==> src/rtl/serial_subtractor.sv <==
`default_nettype none
// ============================================================================
//  Module      : serial_subtractor
//  Description : Bit-serial unsigned subtractor. Computes {bout,d} = a - b - bin
//                one bit per clock, LSB first, through a single one-bit
//                subtractor stage and a borrow flop. Three-state control:
//                IDLE -> SHIFT (WIDTH cycles) -> DONE (1 cycle) -> IDLE.
//  Revision    : 1.0  initial release
// ============================================================================
module serial_subtractor #(
    parameter int WIDTH = 8
) (
    input  logic             clk,
    input  logic             rst,
    input  logic             start,
    input  logic [WIDTH-1:0] a,
    input  logic [WIDTH-1:0] b,
    input  logic             bin,
    output logic             busy,
    output logic             done,
    output logic [WIDTH-1:0] d,
    output logic             bout
);

    // Counter is wide enough to hold WIDTH itself, so it never wraps mid-op.
    localparam int c_cnt_w = $clog2(WIDTH + 1);
    localparam logic [c_cnt_w-1:0] c_last_bit = c_cnt_w'(WIDTH - 1);

    typedef enum logic [1:0] {
        IDLE  = 2'd0,
        SHIFT = 2'd1,
        DONE  = 2'd2
    } state_t;

    state_t               r_state;
    state_t               w_state_next;

    logic [WIDTH-1:0]     r_a;
    logic [WIDTH-1:0]     r_b;
    logic [WIDTH-1:0]     r_res;
    logic                 r_br;
    logic [c_cnt_w-1:0]   r_cnt;
    logic [WIDTH-1:0]     r_d;
    logic                 r_bout;

    logic                 w_accept;
    logic                 w_shift;
    logic                 w_last;
    logic                 w_diff;
    logic                 w_br_next;

    // One-bit subtractor stage operating on the current LSBs and the borrow.
    always_comb begin
        w_diff    = r_a[0] ^ r_b[0] ^ r_br;
        w_br_next = (~r_a[0] & r_b[0]) | (~(r_a[0] ^ r_b[0]) & r_br);
    end

    // State register; reset forces IDLE without waiting for a clock edge.
    always_ff @(posedge clk or posedge rst) begin
        if (rst) begin
            r_state <= IDLE;
        end else begin
            r_state <= w_state_next;
        end
    end

    // Next-state logic and status outputs derived from the current state.
    always_comb begin
        w_state_next = r_state;
        w_accept     = 1'b0;
        w_shift      = 1'b0;
        w_last       = 1'b0;
        busy         = 1'b0;
        done         = 1'b0;
        case (r_state)
            IDLE: begin
                if (start) begin
                    w_accept     = 1'b1;
                    w_state_next = SHIFT;
                end
            end
            SHIFT: begin
                busy    = 1'b1;
                w_shift = 1'b1;
                // The edge that processes bit WIDTH-1 is the final one.
                if (r_cnt == c_last_bit) begin
                    w_last       = 1'b1;
                    w_state_next = DONE;
                end
            end
            DONE: begin
                done         = 1'b1;
                w_state_next = IDLE;
            end
            default: begin
                w_state_next = IDLE;
            end
        endcase
    end

    // Operand/result shift registers, borrow flop and bit counter.
    always_ff @(posedge clk or posedge rst) begin
        if (rst) begin
            r_a   <= '0;
            r_b   <= '0;
            r_res <= '0;
            r_br  <= 1'b0;
            r_cnt <= '0;
        end else if (w_accept) begin
            r_a   <= a;
            r_b   <= b;
            r_br  <= bin;
            r_cnt <= '0;
        end else if (w_shift) begin
            r_res <= {w_diff, r_res[WIDTH-1:1]};
            r_a   <= r_a >> 1;
            r_b   <= r_b >> 1;
            r_br  <= w_br_next;
            r_cnt <= r_cnt + 1'b1;
        end
    end

    // Result registers load only on the edge that completes the operation.
    always_ff @(posedge clk or posedge rst) begin
        if (rst) begin
            r_d    <= '0;
            r_bout <= 1'b0;
        end else if (w_last) begin
            r_d    <= {w_diff, r_res[WIDTH-1:1]};
            r_bout <= w_br_next;
        end
    end

    assign d    = r_d;
    assign bout = r_bout;

endmodule
`default_nettype wire

==> config.mk <==
export PLATFORM = sky130hd
export DESIGN_NAME = serial_subtractor
export DESIGN_NICKNAME = d
export VERILOG_FILES = /design/src/rtl/serial_subtractor.sv
export SDC_FILE = /design/constraint.sdc
export NUM_CORES = 1
export LEC_CHECK = 0
export ABC_AREA = 1
export BUFFER_PORTS_ARGS = -buffer_cell sky130_fd_sc_hd__buf_2
export CORE_UTILIZATION = 49
export CTS_CLUSTER_SIZE = 12
export DETAILED_ROUTE_END_ITERATION = 10
export GPL_ROUTABILITY_DRIVEN = 0
export MAX_ROUTING_LAYER = met4
export PLACE_DENSITY = 0.8
export SYNTH_ARGS = -nofsm -noshare
export SYNTH_HDL_FRONTEND = slang
export SYNTH_SLANG_ARGS = --single-unit
==> constraint.sdc <==
create_clock -name clk -period 1.1 [get_ports clk]
set_input_delay 0.22 -clock clk [delete_from_list [all_inputs] [get_ports clk]]
set_output_delay 0.22 -clock clk [all_outputs]
set_load 0.1 [all_outputs]
==> results.txt, run 1 <==
Status -> complete, but fails checks
Failing checks -> negative setup slack
Largest family of logic cells by synthesized area -> simple AND/OR/NAND/NOR gates
Clock sinks -> 39
Mapped Cells -> 189
# IOs -> 31
Final Hold Viols -> 0
Final nets -> 288
Clk root buf -> clkbuf_4
Critical Path RT -> 0.88 ns
Post-DP HPWL -> 2.38 mm
Seq/Total Area, Yosys -> 56.5%
YS warnings -> 0
Fin cells -> 313
Synth Area in Adders -> 1.88%
Area delta synth->final -> 65.7%
Placement Rows -> 21
Clock buffer depth -> 2
DRT Wirelength -> 5.62 mm
Kind of critical path -> register to output port
Netlist cell types -> 20
Vias in the first global route -> 1,548
GR Overflow Total -> 0
Worst setup margin -> -0.338 ns
CP Launch Type -> register
Die ar. -> 3770 um2
Via count -> 1,706
Die H -> 61.4 um
DP Cell Count -> 271
Worst Path Arrival -> 1.22 ns
Max Cap Violations -> 0
Final setup violation count -> 50
Total core area -> 3360 um2
DRC -> 0
Fin crit period -> 1.44 ns
Max frequency -> 696 MHz
Simple-gate portion of the synthesized area -> 27.2%
Initial drt markers -> 171
Wire length per cell -> 17.9 um
Overall Power -> 9.58 mW
Max Clock Skew -> 0.0153 ns
CTS tree -> built
Finished Core Util -> 85.1%
Share of layout cells above drive strength 1 -> 56.2%
Vias per cell -> 5.45
Fin crit share -> 131%
P_leak -> 1.37 nW
Syn_nets -> 211
Clock transition at path regs -> 0.11 ns
Tot GR Track Use -> 29.2%
H-tree levels -> 2
Routed Antenna Nets -> 0
Antenna Cells -> 0
Hold Crit Class -> input pin to register
Die Wd -> 61.4 um
Post-synthesis average cell area -> 9.14 um2
Power Dens Cells -> 3350 nW/um2
Post-synthesis xor/xnor area fraction -> 0%
Relative max-transition margin -> 73.5%
Post-Syn Area -> 1730 um2
Number of antenna violations at the first check in global routing -> 0
Compound-Gate Fraction of Synth Area -> 7.25%
Maximum VDD drop -> 0.00234 V
Mux cell area share after synthesis -> 0%
Initial core utilization -> 51.3%
CP endpoint kind -> output port
DR pass1 iterations -> 4
# port buffers -> 30
Worst skew pair latency -> 0.34 ns
Worst slew pin tran -> 0.396 ns
TritonCTS Buffers -> 5
Sum of negative setup slack -> -7.40 ns
First-pass GRT wire length -> 7.37 mm
Hold slack -> 0.0708 ns
CP Max Fanout -> 2
Largest net degree at the start of global routing -> 20
Number of synthesized register bits -> 39
Filler instances -> 165
RSZ-0062 raised after global routing -> true
Max-slew violations -> 0
cell type report:
cell class / count / area [um2] / area share [%]
clock buffer: 8 / 68.8 / 2.40
inverter: 16 / 76.3 / 2.67
multi-input combinational: 129 / 865 / 30.2
sequential: 39 / 988 / 34.5
tap: 46 / 57.6 / 2.01
timing repair buffer: 73 / 791 / 27.6
timing repair inverter: 2 / 15.0 / 0.525
metrics by stage:
| stage | setup WS (ns) | instance area [um2] |
|---|---|---|
| floorplan | -0.0739 | 1780 |
| global placement | -0.0779 | 2190 |
| detailed placement | -0.119 | 2190 |
| CTS | -0.298 | 2650 |
| global route | -0.351 | 2860 |
| finish | -0.338 | 2860 |
repair_timing:
item	CTS	global route
pin swaps	11	13
hold buffers	1	0
gates resized for setup	38	36
hold endpoints to repair	13	0
setup endpoints to repair	37	49
setup buffers	20	8
gates cloned	5	1
cells in the final DEF, fill, tap and decap left out:
| cell | n |
|---|---|
| clkbuf_8 | 2 |
| buf_12 | 18 |
| dfrtp_2 | 10 |
| o21ai_0 | 4 |
| nor2_1 | 1 |
| clkbuf_1 | 1 |
| inv_4 | 1 |
| nand2_2 | 12 |
| buf_8 | 2 |
| inv_2 | 4 |
| fa_2 | 1 |
| clkinv_4 | 1 |
| clkbuf_4 | 5 |
| nor2_4 | 5 |
| inv_1 | 8 |
| or2_4 | 1 |
| inv_6 | 1 |
| nand3_1 | 29 |
| clkbuf_16 | 1 |
| nand2_4 | 11 |
| nand3_2 | 5 |
| dlygate4sd3_1 | 1 |
| clkinvlp_4 | 3 |
| dfrtp_1 | 29 |
| buf_2 | 19 |
| nand2_8 | 3 |
| ha_4 | 1 |
| buf_4 | 24 |
| buf_6 | 8 |
| o21ai_1 | 3 |
| nand2_1 | 41 |
| a21oi_2 | 1 |
| o21ai_2 | 11 |
synthesized netlist by cell type, drive strengths merged:
master | instances | area (um2)
nand2 | 64 | 263
dfrtp | 39 | 976
nand3 | 34 | 170
o21ai | 18 | 120
inv | 16 | 62.6
buf | 8 | 61.3
nor2 | 6 | 30.0
a21oi | 1 | 5.00
fa | 1 | 20.0
ha | 1 | 12.5
or2 | 1 | 6.26
registers in the layout (all words and copies together), names as in the netlist:
signal and cells:
d 8, r_a 8, r_b 8, r_res 7
r_cnt 4, r_state 2, bout 1, r_br 1
report_power, final:
part / leakage, nW / switching [mW] / internal [mW]
combinational: 0.848 / 3.47 / 2.66
clock: 0.0386 / 0.459 / 0.377
sequential: 0.486 / 0.526 / 2.08
metal layers:
metal / part of all wire (%) / GRT usage, % / vias to the layer above
met5: 0 / - / -
met2: 50 / 48.0 / 97
li1: - / - / 765
met3: 7.0 / 5.25 / 20
met4: 3.0 / 11.7 / 0
met1: 40 / 36.0 / 824
worst paths after layout:
path | cells past startpoint | slack [ns] | start | end
max | 4 | -0.34 | r_state[0]$_DFFE_PP0P_ | busy
min | 3 | 0.07 | b[7] | r_b[7]$_DFFE_PP0P_
max reg2reg | 7 | -0.24 | r_state[0]$_DFFE_PP0P_ | r_b[0]$_DFFE_PP0P_
min reg2reg | 2 | 0.51 | r_b[5]$_DFFE_PP0P_ | r_b[4]$_DFFE_PP0P_
max in group asynchronous | 4 | 0.25 | rst | r_state[0]$_DFFE_PP0P_
min in group asynchronous | 3 | 0.41 | rst | d[3]$_DFFE_PP0P_
critical path: stages (launching register included):
cell and delay, ns:
dfrtp_2 0.45, buf_12 0.13, nand2_4 0.09, inv_6 0.05, buf_12 0.16
cells by family after synthesis:
kind of cell,count (synthesis)
AO/OA/AOI/OAI,19
adder cells (fa/ha/maj),2
buffers and inverters,24
flip-flops,39
AND/OR/NAND/NOR,105
Note: power is estimated with default switching activity, not from simulation.
==> inputs of run 2 (changes only) <==
Settings changed: ABC_AREA 1 to not set, CORE_UTILIZATION 49 to 48, PLACE_DENSITY 0.8 to 0.79.
==> results.txt, run 2 <==
Worst reg2reg endpoint -> r_b[5]$_DFFE_PP0P_
Hold Crit Class -> input pin to register
Final nets -> 233
Area delta synth->final -> 61.6%
Clock sinks -> 39
Most common cell after layout, fill and taps aside -> dfrtp_1
Worst setup margin -> -0.491 ns
Clk root buf -> clkbuf_4
Initial drt markers -> 80
Netlist cell types -> 24
Worst slew pin tran -> 0.369 ns
Simple-gate portion of the synthesized area -> 7.90%
Status -> complete, but fails checks
Post-DP HPWL -> 2.58 mm
Seq/Total Area, Yosys -> 59.2%
Failing checks -> negative setup slack
Tot GR Track Use -> 27.5%
Mapped Cells -> 135
# IOs -> 31
Synth cell count leaders -> dfrtp_1 (39), mux2_2 (17), nand2_1 (15), o21ai_0 (15), a22oi_1 (14)
Share of layout cells above drive strength 1 -> 59.4%
Compound-Gate Fraction of Synth Area -> 16.3%
Synth Area in Adders -> 1.97%
Die Wd -> 60.6 um
Max-slew violations -> 0
RSZ-0062 raised after global routing -> true
Kind of critical path -> register to output port
Post-synthesis xor/xnor area fraction -> 0%
Most frequent cell after synthesis -> dfrtp_1
H-tree levels -> 2
Power Dens Cells -> 3540 nW/um2
Vias in the first global route -> 1,426
EDFF count, synth -> 0
Relative max-transition margin -> 75.3%
Final setup violation count -> 50
Syn_nets -> 157
TritonCTS Buffers -> 5
Fin crit period -> 1.59 ns
Top cell type's share of synthesized area -> 59.2%
Die H -> 60.6 um
Initial core utilization -> 52.3%
DRC -> 0
Top FF cell, synth -> dfrtp_1
Largest cells by area after synthesis -> dfrtp_1 (59%), mux2_2 (12%), a22oi_1 (6.4%), o21ai_0 (4.6%), nand2_1 (3.4%)
Largest net degree at the start of global routing -> 26
Max Cap Violations -> 0
Post-Syn Area -> 1650 um2
Finished Core Util -> 84.4%
Area leader, netlist -> dfrtp_1
Final Hold Viols -> 0
CP Launch Point -> r_state[0]$_DFFE_PP0P_
Wire length per cell -> 20.9 um
DRT Wirelength -> 5.36 mm
Number of synthesized register bits -> 39
Antenna Cells -> 0
Reg2reg path depth -> 8
Fin crit share -> 145%
Largest family of logic cells by synthesized area -> compound AO/OA/AOI/OAI gates
Clock transition at path regs -> 0.12 ns
Post-synthesis average cell area -> 12.2 um2
Vias per cell -> 5.81
Die ar. -> 3670 um2
Sum of negative setup slack -> -15.08 ns
P_leak -> 1.22 nW
DR pass1 iterations -> 4
Fin cells -> 256
Worst Path Arrival -> 1.37 ns
Worst skew pair latency -> 0.36 ns
Critical Path RT -> 0.88 ns
CP Launch Type -> register
First-pass GRT wire length -> 6.87 mm
CTS tree -> built
Mux cell area share after synthesis -> 11.6%
GR Overflow Total -> 0
Max frequency -> 628 MHz
Routed Antenna Nets -> 0
Via count -> 1,488
Hold path startpoint -> b[7]
Ys async rst share -> 100%
Max Clock Skew -> 0.0106 ns
Most frequent cells in the layout -> dfrtp_1 (37), buf_4 (23), buf_2 (19), buf_6 (19), nand2_1 (15)
CP Capture Point -> done
YS warnings -> 0
DP Cell Count -> 227
Clock buffer depth -> 2
Flop2flop setup slack -> -0.49 ns
CP endpoint kind -> output port
Placement Rows -> 20
RR Startpoint -> r_state[0]$_DFFE_PP0P_
Total core area -> 3150 um2
Maximum VDD drop -> 0.00188 V
CP Max Fanout -> 4
Number of antenna violations at the first check in global routing -> 0
# port buffers -> 30
==> run 2: how the worst min path moves through the flow <==
stage | endpoint | slack (ns) | cells after the start
2_1_floorplan | d[0]$_DFFE_PP0P_ | 0.19 | 1
3_3_place_gp | r_a[4]$_DFFE_PP0P_ | 0.21 | 2
3_5_place_dp | r_a[5]$_DFFE_PP0P_ | 0.22 | 2
4_1_cts | r_b[7]$_DFFE_PP0P_ | 0.07 | 2
5_1_grt | r_a[7]$_DFFE_PP0P_ | 0.08 | 2
6_report | r_b[7]$_DFFE_PP0P_ | 0.09 | 2
==> run 2: cell type report <==
| cell class | instances | area [um2] |
|---|---|---|
| clock buffers | 7 | 55.1 |
| fillers | 164 | 490 |
| repair buffers | 75 | 752 |
| flip-flops and latches | 39 | 978 |
| clock inverters | 1 | 5.00 |
| well taps | 44 | 55.1 |
| multi-input cells | 87 | 802 |
| inverters | 3 | 15.0 |
==> run 2: logic make-up after synthesis <==
family | Yosys count
AO/OA/AOI/OAI | 40
AND/OR/NAND/NOR | 27
buffers and inverters | 10
adder cells (fa/ha/maj) | 2
flip-flops | 39
multiplexers | 17
==> run 2: what timing repair did <==
action / 4_1_cts / 5_1_grt
hold endpoints to repair: 14 / 0
resized for setup: 21 / 47
endpoints found under the setup margin: 50 / 50
pin swaps: 2 / 17
gates cloned: 1 / 0
hold buffers: 1 / 0
buffers inserted: 9 / 12
==> run 2: worst max-delay path: stages (launching register included) <==
cell and delay [ns]:
dfrtp_1 0.44, buf_6 0.14, buf_12 0.12, nor2b_4 0.13
buf_12 0.18
==> run 2: layer usage <==
layer	up-vias	track usage (%)	part of all wire (%)
met3	23	8.74	6.2
met5	-	-	0
met1	742	33.0	39
met2	81	44.0	51
li1	642	-	-
met4	0	9.42	3.8
==> run 2: power by group <==
part           switching [mW]  internal, mW
Sequential              0.582          2.09
Clock                   0.475         0.310
Combinational            3.12          2.84
==> run 2: per-stage QoR <==
step                      worst slack (ns)  hold WS (ns)  power, mW  area (um2)
after floorplan                     -0.333         0.192       5.39        1690
after global placement              -0.300         0.213       6.91        2210
after detailed placement            -0.403         0.222       7.12        2210
after CTS                           -0.466        0.0688       8.32        2430
after global routing                -0.539        0.0762       9.77        2660
final                               -0.491        0.0852       9.42        2660
